==> src/rtl/counter_sched.sv <==
// -----------------------------------------------------------------------------
// counter_sched
//
// Shared-counter scheduler. Two requesters compete for a single up-counter.
// The winner's terminal count is latched at grant, the counter runs from 0 up
// to that value, a one-cycle done pulse goes back to the owner, and the block
// spends one cycle in DONE before it returns to IDLE. When both requesters ask
// at once, a round-robin pointer gives the grant to the one not served last.
//
// Optional feature (macro COUNTER_SCHED_ABORT_EN):
//   When defined, an owner that drops its request during COUNT aborts the run.
//   The block returns to IDLE on the next edge with no done pulse, and
//   priority still passes to the other requester. When undefined, the request
//   is ignored after grant and every run completes with a done pulse.
//
// Parameters:
//   WIDTH  counter and length width in bits (maximum length 2^WIDTH-1)
//
// Ports:
//   clk    rising-edge clock
//   res    asynchronous reset, active-low; clears all state immediately
//   req0   requester 0 request (level, held until done0 or abort)
//   len0   requester 0 terminal count, sampled only at grant
//   req1   requester 1 request
//   len1   requester 1 terminal count, sampled only at grant
//   gnt0   requester 0 owns the counter
//   gnt1   requester 1 owns the counter
//   done0  one-cycle completion pulse to requester 0
//   done1  one-cycle completion pulse to requester 1
//   busy   high in COUNT and DONE
//   cnt    current counter value
// -----------------------------------------------------------------------------
module counter_sched #(
   parameter int WIDTH = 4
) (
   input  logic             clk,
   input  logic             res,
   input  logic             req0,
   input  logic [WIDTH-1:0] len0,
   input  logic             req1,
   input  logic [WIDTH-1:0] len1,
   output logic             gnt0,
   output logic             gnt1,
   output logic             done0,
   output logic             done1,
   output logic             busy,
   output logic [WIDTH-1:0] cnt
);

   typedef enum logic [1:0] {
      IDLE  = 2'd0,
      COUNT = 2'd1,
      DONE  = 2'd2
   } state_t;

   // Registered state.
   state_t           state_q;
   logic             owner_q;   // 0: requester 0 owns the counter, 1: requester 1
   logic [WIDTH-1:0] len_q;     // terminal count latched at grant
   logic             ptr_q;     // requester that wins a tie in IDLE

   // Next-state values.
   state_t           state_d;
   logic             owner_d;
   logic [WIDTH-1:0] len_d;
   logic             ptr_d;
   logic             gnt0_d;
   logic             gnt1_d;
   logic             done0_d;
   logic             done1_d;
   logic             busy_d;
   logic [WIDTH-1:0] cnt_d;

   // Winner of arbitration in IDLE: on a tie the pointer decides, otherwise
   // whichever requester is asking (req1 alone selects 1, req0 alone selects 0).
   logic pick;
   assign pick = (req0 && req1) ? ptr_q : req1;

`ifdef COUNTER_SCHED_ABORT_EN
   // Request level of the current owner, watched for an abort during COUNT.
   logic own_req;
   assign own_req = owner_q ? req1 : req0;
`endif

   // NOTE: every signal assigned in this block gets a default first, so no
   // path leaves a value unassigned and no latch is inferred.
   always_comb begin
      state_d = state_q;
      owner_d = owner_q;
      len_d   = len_q;
      ptr_d   = ptr_q;
      gnt0_d  = gnt0;
      gnt1_d  = gnt1;
      done0_d = 1'b0;
      done1_d = 1'b0;
      busy_d  = busy;
      cnt_d   = cnt;

      unique case (state_q)
         IDLE: begin
            gnt0_d = 1'b0;
            gnt1_d = 1'b0;
            busy_d = 1'b0;
            cnt_d  = '0;
            if (req0 || req1) begin
               owner_d = pick;
               len_d   = pick ? len1 : len0;
               gnt0_d  = !pick;
               gnt1_d  = pick;
               busy_d  = 1'b1;
               state_d = COUNT;
            end
         end

         COUNT: begin
`ifdef COUNTER_SCHED_ABORT_EN
            if (!own_req) begin
               // Abort: straight back to IDLE, no done pulse, priority moves on.
               state_d = IDLE;
               gnt0_d  = 1'b0;
               gnt1_d  = 1'b0;
               busy_d  = 1'b0;
               cnt_d   = '0;
               ptr_d   = !owner_q;
            end else
`endif
            if (cnt == len_q) begin
               // Terminal count reached: cnt holds, grant stays, done pulses.
               state_d = DONE;
               done0_d = !owner_q;
               done1_d = owner_q;
               ptr_d   = !owner_q;
            end else begin
               // cnt < len_q here, so the increment can never wrap.
               cnt_d = cnt + 1'b1;
            end
         end

         DONE: begin
            state_d = IDLE;
            gnt0_d  = 1'b0;
            gnt1_d  = 1'b0;
            busy_d  = 1'b0;
            cnt_d   = '0;
         end

         default: begin
            state_d = IDLE;
            gnt0_d  = 1'b0;
            gnt1_d  = 1'b0;
            busy_d  = 1'b0;
            cnt_d   = '0;
         end
      endcase
   end

   // NOTE: sequential state is updated with non-blocking assignments so every
   // register samples the values from before the edge, whatever the order.
   always_ff @(posedge clk or negedge res) begin
      if (!res) begin
         state_q <= IDLE;
         owner_q <= 1'b0;
         len_q   <= '0;
         ptr_q   <= 1'b0;
         gnt0    <= 1'b0;
         gnt1    <= 1'b0;
         done0   <= 1'b0;
         done1   <= 1'b0;
         busy    <= 1'b0;
         cnt     <= '0;
      end else begin
         state_q <= state_d;
         owner_q <= owner_d;
         len_q   <= len_d;
         ptr_q   <= ptr_d;
         gnt0    <= gnt0_d;
         gnt1    <= gnt1_d;
         done0   <= done0_d;
         done1   <= done1_d;
         busy    <= busy_d;
         cnt     <= cnt_d;
      end
   end

   // Structural invariants of the scheduler.
   a_gnt_onehot : assert property (@(posedge clk) disable iff (!res)
      !(gnt0 && gnt1));
   a_done_onehot : assert property (@(posedge clk) disable iff (!res)
      !(done0 && done1));
   a_cnt_bound : assert property (@(posedge clk) disable iff (!res)
      (state_q != IDLE) |-> (cnt <= len_q));

endmodule

==> config.mk <==
export PLATFORM = sky130hd
export DESIGN_NAME = counter_sched
export DESIGN_NICKNAME = d
export VERILOG_FILES = /design/src/rtl/counter_sched.sv
export SDC_FILE = /design/constraint.sdc
export NUM_CORES = 1
export LEC_CHECK = 0
export ABC_CLOCK_PERIOD_IN_PS = 1570
export BUFFER_PORTS_ARGS = -buffer_cell sky130_fd_sc_hd__buf_4
export CORE_MARGIN = 3
export CORE_UTILIZATION = 49
export CTS_CLUSTER_DIAMETER = 60
export DETAILED_ROUTE_END_ITERATION = 7
export GPL_TIMING_DRIVEN = 0
export PLACE_DENSITY = 0.82
export RECOVER_POWER = 50
export SYNTH_ARGS = -nofsm -noshare
export SYNTH_HDL_FRONTEND = slang
export SYNTH_SLANG_ARGS = --single-unit
==> constraint.sdc <==
create_clock -name clk -period 1.57 [get_ports clk]
set_input_delay 0.157 -clock clk [delete_from_list [all_inputs] [get_ports clk]]
set_output_delay 0.157 -clock clk [all_outputs]
set_load 0.05 [all_outputs]
======== Yosys cells after proc, flatten, opt, wreduce, memory -nomap -nowiden ========
Cells that the tools add are included.
cells by class
  reduce and logical (&&, ||, !) cells .... 8
  multiplexer cells ....................... 17
  $add $sub $neg .......................... 1
  equality and inequality tests ........... 5
operator list
  cell                                                              count
  4-bit two-way mux                                                 3
  1-bit two-way mux                                                 8
  2-bit != test (second input constant)                             3
  1-bit case mux with 2 select lines                                3
  2-bit AND reduction                                               3
  4-bit by 1-bit adder with 4-bit output (second input constant)    1
  4-bit == test                                                     1
  2-bit two-way mux                                                 2
  2-bit case mux with 2 select lines                                1
  2-bit by 1-bit == test with 1-bit output (second input constant)  1
  1-bit logical NOT                                                 2
  2-bit logical NOT                                                 1
  1-bit logical AND                                                 1
  1-bit logical OR                                                  1
storage, ports and cells
  word-level logic and storage cells ...... 41
  register bits ........................... 17
  output and inout port bits .............. 9
  input bits .............................. 12

======== Longest topological paths before layout ========
Gate-level depths: netlist of the first run.
  word-level depth ........................ 5
  gate-level depth with buffers ........... 5

======== Worst setup path after synthesis of the first run ========
OpenSTA, ideal clock, no wires.
  path type ............................... register to register
  start ................................... reg cnt[1]
  end ..................................... reg cnt[1]
  required time ........................... 1448 ps
  library setup time ...................... 122 ps
  path buffers ............................ 1
  clock period less this slack ............ 1649 ps
  cell stages (with the launch flop) ...... 6
  arrival time ............................ 1527 ps
  slack ................................... -79 ps
  cells stage by stage .................... dfrtp_1 xor2_1 nor4_2 buf_6 mux2i_1 nor2_1
on the way
  cells in the longest elaborated chain, start to end .. 3
ends and longest elaborated chain
  item                                    RTL line  RTL
  start: declaration                      47        output logic [WIDTH-1:0] cnt
  start signal: assignment                181       cnt <= cnt_d;
  4-bit by 1-bit adder with 4-bit output  135       cnt_d = cnt + 1'b1;
  4-bit two-way mux                       127       if (cnt == len_q) begin
  4-bit two-way mux                       99        unique case (state_q)
Several ways; a longest one is shown, not always the timed one. The select of a mux whose other input is x is not followed.
A chain may end at the register's enable or synchronous reset.

======== Final worst setup path of the first run ========
Same ends and word-level chain as after synthesis.

==> results summary, run 1 <==
The final-report max-slew violation count is 0. The depth of the worst hold-timing path came out at 3. The number of standard-cell rows in the floorplan is 13. The number of nets with antenna violations after routing came out at 0. The clock edge transition at the registers on the reported setup and hold paths is 0.10 ns. The fraction of synthesized cell area in xor and xnor cells is 0.0577. For this run, the share of the core covered by cells in the final layout is 0.696. The peak ir drop on the vdd network is 1220 uV.

The wire length of the first global-routing pass is roughly 2300 um. The largest individual stage delay along the critical path comes from the cell dfrtp_2. The actual slew at the worst max-slew pin came out at 0.862 ns. The number of warnings issued by yosys is 0.

The post-synthesis cell type count is 25. The compound-cell area share of the yosys netlist came out at 0.124. Detailed placement ended at an HPWL of 1040 um. The sequential cells in the finished layout cover a total of around 430 um^2. The synthesized instance count is 68.

Tracing the worst setup path back leads to its startpoint at cnt[1]. The height of the die came out at 45.4 um. The area of the core region is between 1000 and 1500 um^2. The die area is 2060 um^2.

The maximum fanout count along the critical path came out at 10. The family with the most delay on the worst path is flip-flops. The count of pins on the block boundary is 21.

The worst setup path is captured at a register. The net total in the final layout came out at 108. The worst setup timing slack at the placement stage is approximately 0.11 ns. The relative slew slack came out at 0.425. The number of fill cells came out at 110. The maximum clock path buffer count is 2. The overall die width is 45.4 um. For this configuration, the core starts out at a cell density of 0.549.

The share of final-layout standard cells stronger than drive strength 1 is 0.319. TritonCTS built the clock tree. Entering global routing, the biggest net connects 18 pins. The latest clock arrival within the worst-skew pair is 0.28 ns. The final critical-path setup slack is approximately 0.10 ns. Buffers placed on the I/O ports in this run total 20. The leakage power total came out at 0.478 nW.

The layout overhead on the synthesized area is 26.7%. The number of DRC violations after detailed-routing iteration 0 came out at 4. The run finished with clean final reports.

The required time of the critical path is about 1.8 ns. Setup repair after global routing could not meet its margin everywhere. The root buffer cell chosen for the clock tree is clkbuf_4. The worst reg-to-reg path cell count is 5.

The synthesized netlist occupies a cell area of 759 um^2. The repair_antennas step left the layout with diodes totalling 0. Of the total synthesized cell area, the portion taken by full adders, half adders and majority gates is 0.0165.

The number of violations of the max-capacitance limit is 0. After synthesis, the share of cell area in mux cells is 0.0659. The worst register-to-register path ends at cnt[1].

In this run the most critical hold path is launched from len1[1]. The number of iterations in the first detailed-routing pass is 3. For this run, the total global-route usage over all layers was measured as 0.160. After detailed routing, the number of remaining DRC violations is 0. A synthesized cell averages 11.2 um^2. The via count of the first global-routing pass was around 540. By area, the combinational part of the netlist is dominated by simple AND/OR/NAND/NOR gates.

Counting the buffers created by CTS gives 3. The final worst-path cycle share came out at 0.936. The part of the Yosys area used for sequential elements came out at 0.560.

The number of buffer and inverter instances along the worst setup path is 1. The simple-gate area share of the yosys netlist came out at 0.142. The power density normalized to cell area came out at 2090 nW/um^2. The worst hold path terminates at len_q[1].

The flip-flop and latch count after synthesis came out at 17. The worst clock skew came out at 0.00847 ns. The routed layout has 581 vias. The multi-input gate area in the final layout is 308 um^2.

By startpoint and endpoint, the worst setup path is classified as register to register. The sort of element at the start of the critical path is a register. The clock period minus worst slack came out at 1.47 ns. Counting every net in the synthesized netlist gives just over 80. The total overflow left after global routing is 0.

The data arrival time of the worst path is 1.65 ns. The library cells used most frequently in the layout, excluding fill and tap cells, are buf_4, dfrtp_1, nor2_1. The final number of setup-violating endpoints came out at 0. The maximum level of the CTS H-tree is 1.

The fmax came out at just under 700 MHz. In the routed layout, each cell is associated on average with a via count of 5.33. The delay of the slowest cell on the worst path came out at 0.45 ns. The worst hold path belongs to the class primary input to register.

For this design, the sink count on the clock tree is 17. Traced cell by cell, the critical path runs through xor2_1 > nor4_2 > buf_6 > mux2i_1 > nor2_1. The count of endpoints failing hold in the final timing report is 0. The total wirelength of the detailed-routed design is 1390 um. The library cell used most frequently in the layout, excluding fill and tap cells, is buf_4.

The global placer's final weighted congestion came out at 0.758. The register-to-register path setup slack came out at slightly above 0.1 ns. The initial antenna violation count is 0.

The startpoint identified for the worst register-to-register timing path is cnt[1]. After detailed routing, the average wire length per cell comes to 12.7 um.
## kinds of logic after synthesis
group                      after synthesis
and+or+nand+nor                         20
DFF                                     17
AOI/OAI and AO/OA                       15
xor gates and xnor gates                 5
buffers and inverters                    5
muxes                                    5
adders and majority gates                1
## per-layer routing
| metal | vias to the layer above | part of all wire | track usage |
|---|---|---|---|
| li1 | 287 | - | - |
| met1 | 279 | 0.45 | 0.191 |
| met2 | 13 | 0.48 | 0.266 |
| met3 | 2 | 0.055 | 0.0474 |
| met4 | 0 | 0.0086 | 0.0702 |
| met5 | - | 0 | 0 |
## area by class of cell
| type | instances | share of cell area |
|---|---|---|
| tap | 15 | 0.0195 |
| buffer | 2 | 0.0169 |
| clock inverter | 1 | 0.00520 |
| sequential | 17 | 0.445 |
| inverter | 3 | 0.0117 |
| timing repair buffer | 22 | 0.159 |
| multi-input combinational | 46 | 0.320 |
| clock buffer | 3 | 0.0234 |
## worst max-delay path by stage
stage              to  depth (start not counted)
5_1_grt        cnt[1]                          5
3_5_place_dp   cnt[1]                          5
4_1_cts        cnt[1]                          5
2_1_floorplan  cnt[1]                          5
3_3_place_gp   cnt[1]                          5
6_report       cnt[1]                          5
## cells in the mapped netlist
| cell type | count | area share |
|---|---|---|
| ha_1 | 1 | 0.016 |
| nand2_1 | 1 | 0.0049 |
| o21bai_1 | 1 | 0.0099 |
| nor3_1 | 1 | 0.0066 |
| nor2b_1 | 1 | 0.0082 |
| xor2_1 | 5 | 0.058 |
| mux2i_1 | 5 | 0.066 |
| nand2b_1 | 1 | 0.0082 |
| a22o_1 | 1 | 0.012 |
| a21o_1 | 1 | 0.0099 |
| o21a_1 | 1 | 0.0099 |
| nand3_1 | 1 | 0.0066 |
| or3_1 | 2 | 0.016 |
| dfrtp_1 | 17 | 0.56 |
| o21ai_2 | 1 | 0.012 |
| o21ai_0 | 2 | 0.013 |
| o32ai_1 | 1 | 0.012 |
| nor2_1 | 9 | 0.044 |
| and3_2 | 2 | 0.020 |
| inv_1 | 3 | 0.015 |
| nor4_2 | 1 | 0.016 |
| a21oi_1 | 7 | 0.046 |
| and2_2 | 1 | 0.0099 |
| clkbuf_1 | 1 | 0.0049 |
| buf_6 | 1 | 0.015 |
## state kept, by name, summed over array words and instances (netlist names)
signal / cells
cnt: 4
len_q: 4
state_q: 2
busy: 1
done0: 1
done1: 1
gnt0: 1
gnt1: 1
owner_q: 1
ptr_q: 1
## power breakdown
group / total, mW / internal (mW) / switching, mW
Combinational: 0.999 / 0.366 / 0.633
Sequential: 0.784 / 0.626 / 0.158
Clock: 0.226 / 0.0945 / 0.132
## through the flow
| stage | hold slack (ns) | area (um^2) | total power [mW] | instances | TNS, ns |
|---|---|---|---|---|---|
| after global placement | 0.0284 | 931 | 1.76 | 103 | 0 |
| after CTS | 0.163 | 968 | 2.03 | 108 | 0 |
| after global routing | 0.178 | 962 | 2.16 | 109 | -0.0342 |
| after floorplan | -0.139 | 762 | 1.51 | 68 | 0 |
| final | 0.173 | 962 | 2.01 | 109 | 0 |
| after detailed placement | 0.0277 | 931 | 1.80 | 103 | 0 |
## worst min-delay path: stages
cell and delay [ns]:
buf_4 0.07, mux2i_1 0.05, a21oi_1 0.13
## what timing repair did
item                                    4_1_cts  5_1_grt
hold buffers                                  1        0
gates resized for setup                       0        2
endpoints found under the setup margin        0        4
hold endpoints to repair                     17        0
setup buffers                                 0        1
(Power assumes the default switching activity.)
==> inputs of run 2 (changes only) <==
--- a/config.mk
+++ b/config.mk
@@ -8,11 +8,11 @@
 export ABC_CLOCK_PERIOD_IN_PS = 1570
 export BUFFER_PORTS_ARGS = -buffer_cell sky130_fd_sc_hd__buf_4
 export CORE_MARGIN = 3
-export CORE_UTILIZATION = 49
+export CORE_UTILIZATION = 48
 export CTS_CLUSTER_DIAMETER = 60
 export DETAILED_ROUTE_END_ITERATION = 7
 export GPL_TIMING_DRIVEN = 0
-export PLACE_DENSITY = 0.82
+export PLACE_DENSITY = 0.8
 export RECOVER_POWER = 50
 export SYNTH_ARGS = -nofsm -noshare
 export SYNTH_HDL_FRONTEND = slang
==> run 2 against run 1 <==
Critical path depth is the same. Count of clock-buffer cells in the layout is the same. Worst hold slack lost 0.013 ns. Largest power group unchanged. Die area grew 1.8%.
==> results summary, run 2 (synthesized netlist as in run 1, its figures left out) <==
Timing would allow up to 675 MHz. Using the TritonRoute via totals, the vias-per-cell ratio works out to 5.19. Relative to the synthesized area, the layout overhead comes to 26.9%. The leakage power total is approximately 0.47 nW.

The register-to-register path setup slack came out at 0.09 ns. Across the run, the number of max-cap violations was 0. The maximum level of the CTS H-tree came out at 1. In this run the standard cell core region covers around 1400 um^2.

In this run the remaining antenna-violating nets after routing total 0. The first global-routing pass estimated 2260 um of wire. In this run the number of cells on the critical path is 5. The run finished with clean final reports. The global placer's final weighted congestion is 0.750. The first element of the critical path is cnt[2]. The largest net degree at the start of global routing came out at 18. In this design, the largest share of critical-path delay is due to flip-flops. The switching power total is 0.931 mW. TritonCTS built the clock tree. The startpoint identified for the worst register-to-register timing path is cnt[2].

The count of pins on the block boundary came out at 21. The multi-input gate area in the final layout is 308 um^2. The register area came out at 428 um^2. The number of DRC violations after detailed routing came out at 0. Of the total power, registers draw 0.387.

The number of iterations in the first detailed-routing pass is 2. After filler insertion, the fill cell instance count of the layout stands at 110. From left edge to right edge, the die measures 45.8 um. The peak ir drop on the vdd network is approximately 1300 uV. The final-report max-slew violation count came out at 0. The combinational cell fraction of total power is 0.491.

The final layout contains 108 nets. The power density normalized to cell area is roughly 2100 nW/um^2. In this run the critical register-to-register path is captured at cnt[1]. The count of endpoints failing hold in the final timing report came out at 0.

Internal power comes to roughly 1.1 mW. Setup repair after global routing left no endpoint under its margin. Setup violations remaining at the end of the flow were counted as 0. The average routed wire per standard cell came out at ~12 um. The delay of the slowest cell on the worst path came out at 0.44 ns. The worst reg-to-reg path cell count is 5. The antenna diode count came out at 0. The via count of the first global-routing pass came out at 546. The height of the die is between 40 and 50 um. The capture point of the critical path is cnt[1]. On the final layout, the worst clock skew is 0.00706 ns. The initial antenna violation count is 0.

The clock edge transition at the registers on the reported setup and hold paths is about 0.11 ns. Traced cell by cell, the critical path runs through xor2_1 > nor4_2 > buf_6 > mux2i_1 > nor2_1. Data on the critical path is required at its endpoint by 1.76 ns. The final worst-path cycle share is 0.944. The sum of negative setup slack is 0 ns. The effective utilization at floorplan came out at 0.549.

The part of the power in the clock network came out at 0.122. Leaving out fill and tap cells, the most frequent cells in the layout are buf_4, dfrtp_1, nor2_1. The clock period minus worst slack is 1.48 ns. The latest clock arrival within the worst-skew pair came out at 0.29 ns. The total wirelength of the detailed-routed design is around 1300 um. The die area came out at 2100 um^2. STA classifies the critical path endpoint as a register. The number of buffers added by the clock tree synthesis step is 3. The count of input and output buffers is 20. The number of buffer and inverter instances along the worst setup path is 1. The number of standard-cell rows in the floorplan is 13.

The share of final-layout standard cells stronger than drive strength 1 came out at 0.309. STA puts the critical path data arrival time at approximately 1.7 ns. The switching portion of total power is 0.461. The half-perimeter wire length of the detailed placement result is 965 um. The worst pin sits at a relative slew slack of 0.414. Leaving out fill and tap cells, the most frequent cell in the layout is buf_4.

The CTS root buffer is clkbuf_4. The largest registers in the layout are cnt (4), len_q (4), state_q (2). The number of DRC violations after detailed-routing iteration 0 came out at 4. The leftover overflow at the end of global routing is 0. The worst hold path class is primary input to register. The master of the slowest instance on the critical path is dfrtp_1.

The total via count in the routed design came out at 566. STA classifies the critical path startpoint as a register. The actual slew at the worst max-slew pin came out at ~0.88 ns. The maximum clock path buffer count is 2. After layout, the design draws a total of ~2.0 mW.

The worst setup path is of the register to register kind. In the global route stage, overall resource usage came out at 0.154. The tree built by TritonCTS fans out to 17 sinks. The maximum fanout count along the critical path came out at 8.
==> run 2: cell count changes in the layout (fill, tap and decap cells not counted), sizes merged <==
cell and change:
clkinvlp +1, clkinv -1, buf +1, clkbuf -1
==> run 2: power groups by stage <==
stage,Clock (mW),Sequential [mW],Combinational [mW]
finish,0.246,0.780,0.992
global route,0.273,0.813,1.08
CTS,0.254,0.782,1.00
detailed placement,0,0.792,0.995
global placement,0,0.789,0.977
floorplan,0,1.07,0.440
==> run 2: final cells by class <==
class	instances	share of cell area
inverter	3	0.0117
clock inverter	1	0.00779
timing repair buffer	22	0.158
buffer	2	0.0156
tap	15	0.0195
sequential	17	0.444
clock buffer	3	0.0234
multi-input combinational	46	0.319
==> run 2: worst min-delay path: stages <==
cell and delay, ns:
buf_4 0.07, mux2i_1 0.05, a21oi_1 0.13
==> run 2: routing by layer <==
| metal | global-route usage | part of all wire | up-vias |
|---|---|---|---|
| met5 | 0 | 0 | - |
| met2 | 0.237 | 0.44 | 16 |
| li1 | - | - | 287 |
| met1 | 0.199 | 0.50 | 261 |
| met4 | 0.0682 | 0.0060 | 0 |
| met3 | 0.0474 | 0.057 | 2 |
==> run 2: worst min path at each step <==
stage | from | endpoint | cells after the start
2_1_floorplan | res | busy | 0
3_5_place_dp | res | done0 | 1
3_3_place_gp | res | done1 | 1
6_report | len1[3] | len_q[3] | 3
5_1_grt | len1[0] | len_q[0] | 3
4_1_cts | len1[3] | len_q[3] | 3
==> run 2: through the flow <==
step / std cells / utilization / hold WS, ns / area [um^2] / setup WS (ns)
2_1_floorplan: 68 / - / -0.139 / 762 / 0.000841
3_3_place_gp: 103 / 0.673 / 0.0289 / 931 / 0.144
4_1_cts: 108 / 0.702 / 0.152 / 971 / 0.0850
3_5_place_dp: 103 / 0.673 / 0.0287 / 931 / 0.107
5_1_grt: 109 / 0.697 / 0.177 / 963 / 0.000960
6_report: 109 / 0.697 / 0.159 / 963 / 0.0882
==> run 2: what timing repair did <==
item	CTS	global route
hold buffers	1	0
setup endpoints to repair	0	3
setup buffers	0	1
resized for setup	0	1
endpoints found under the hold margin	17	0
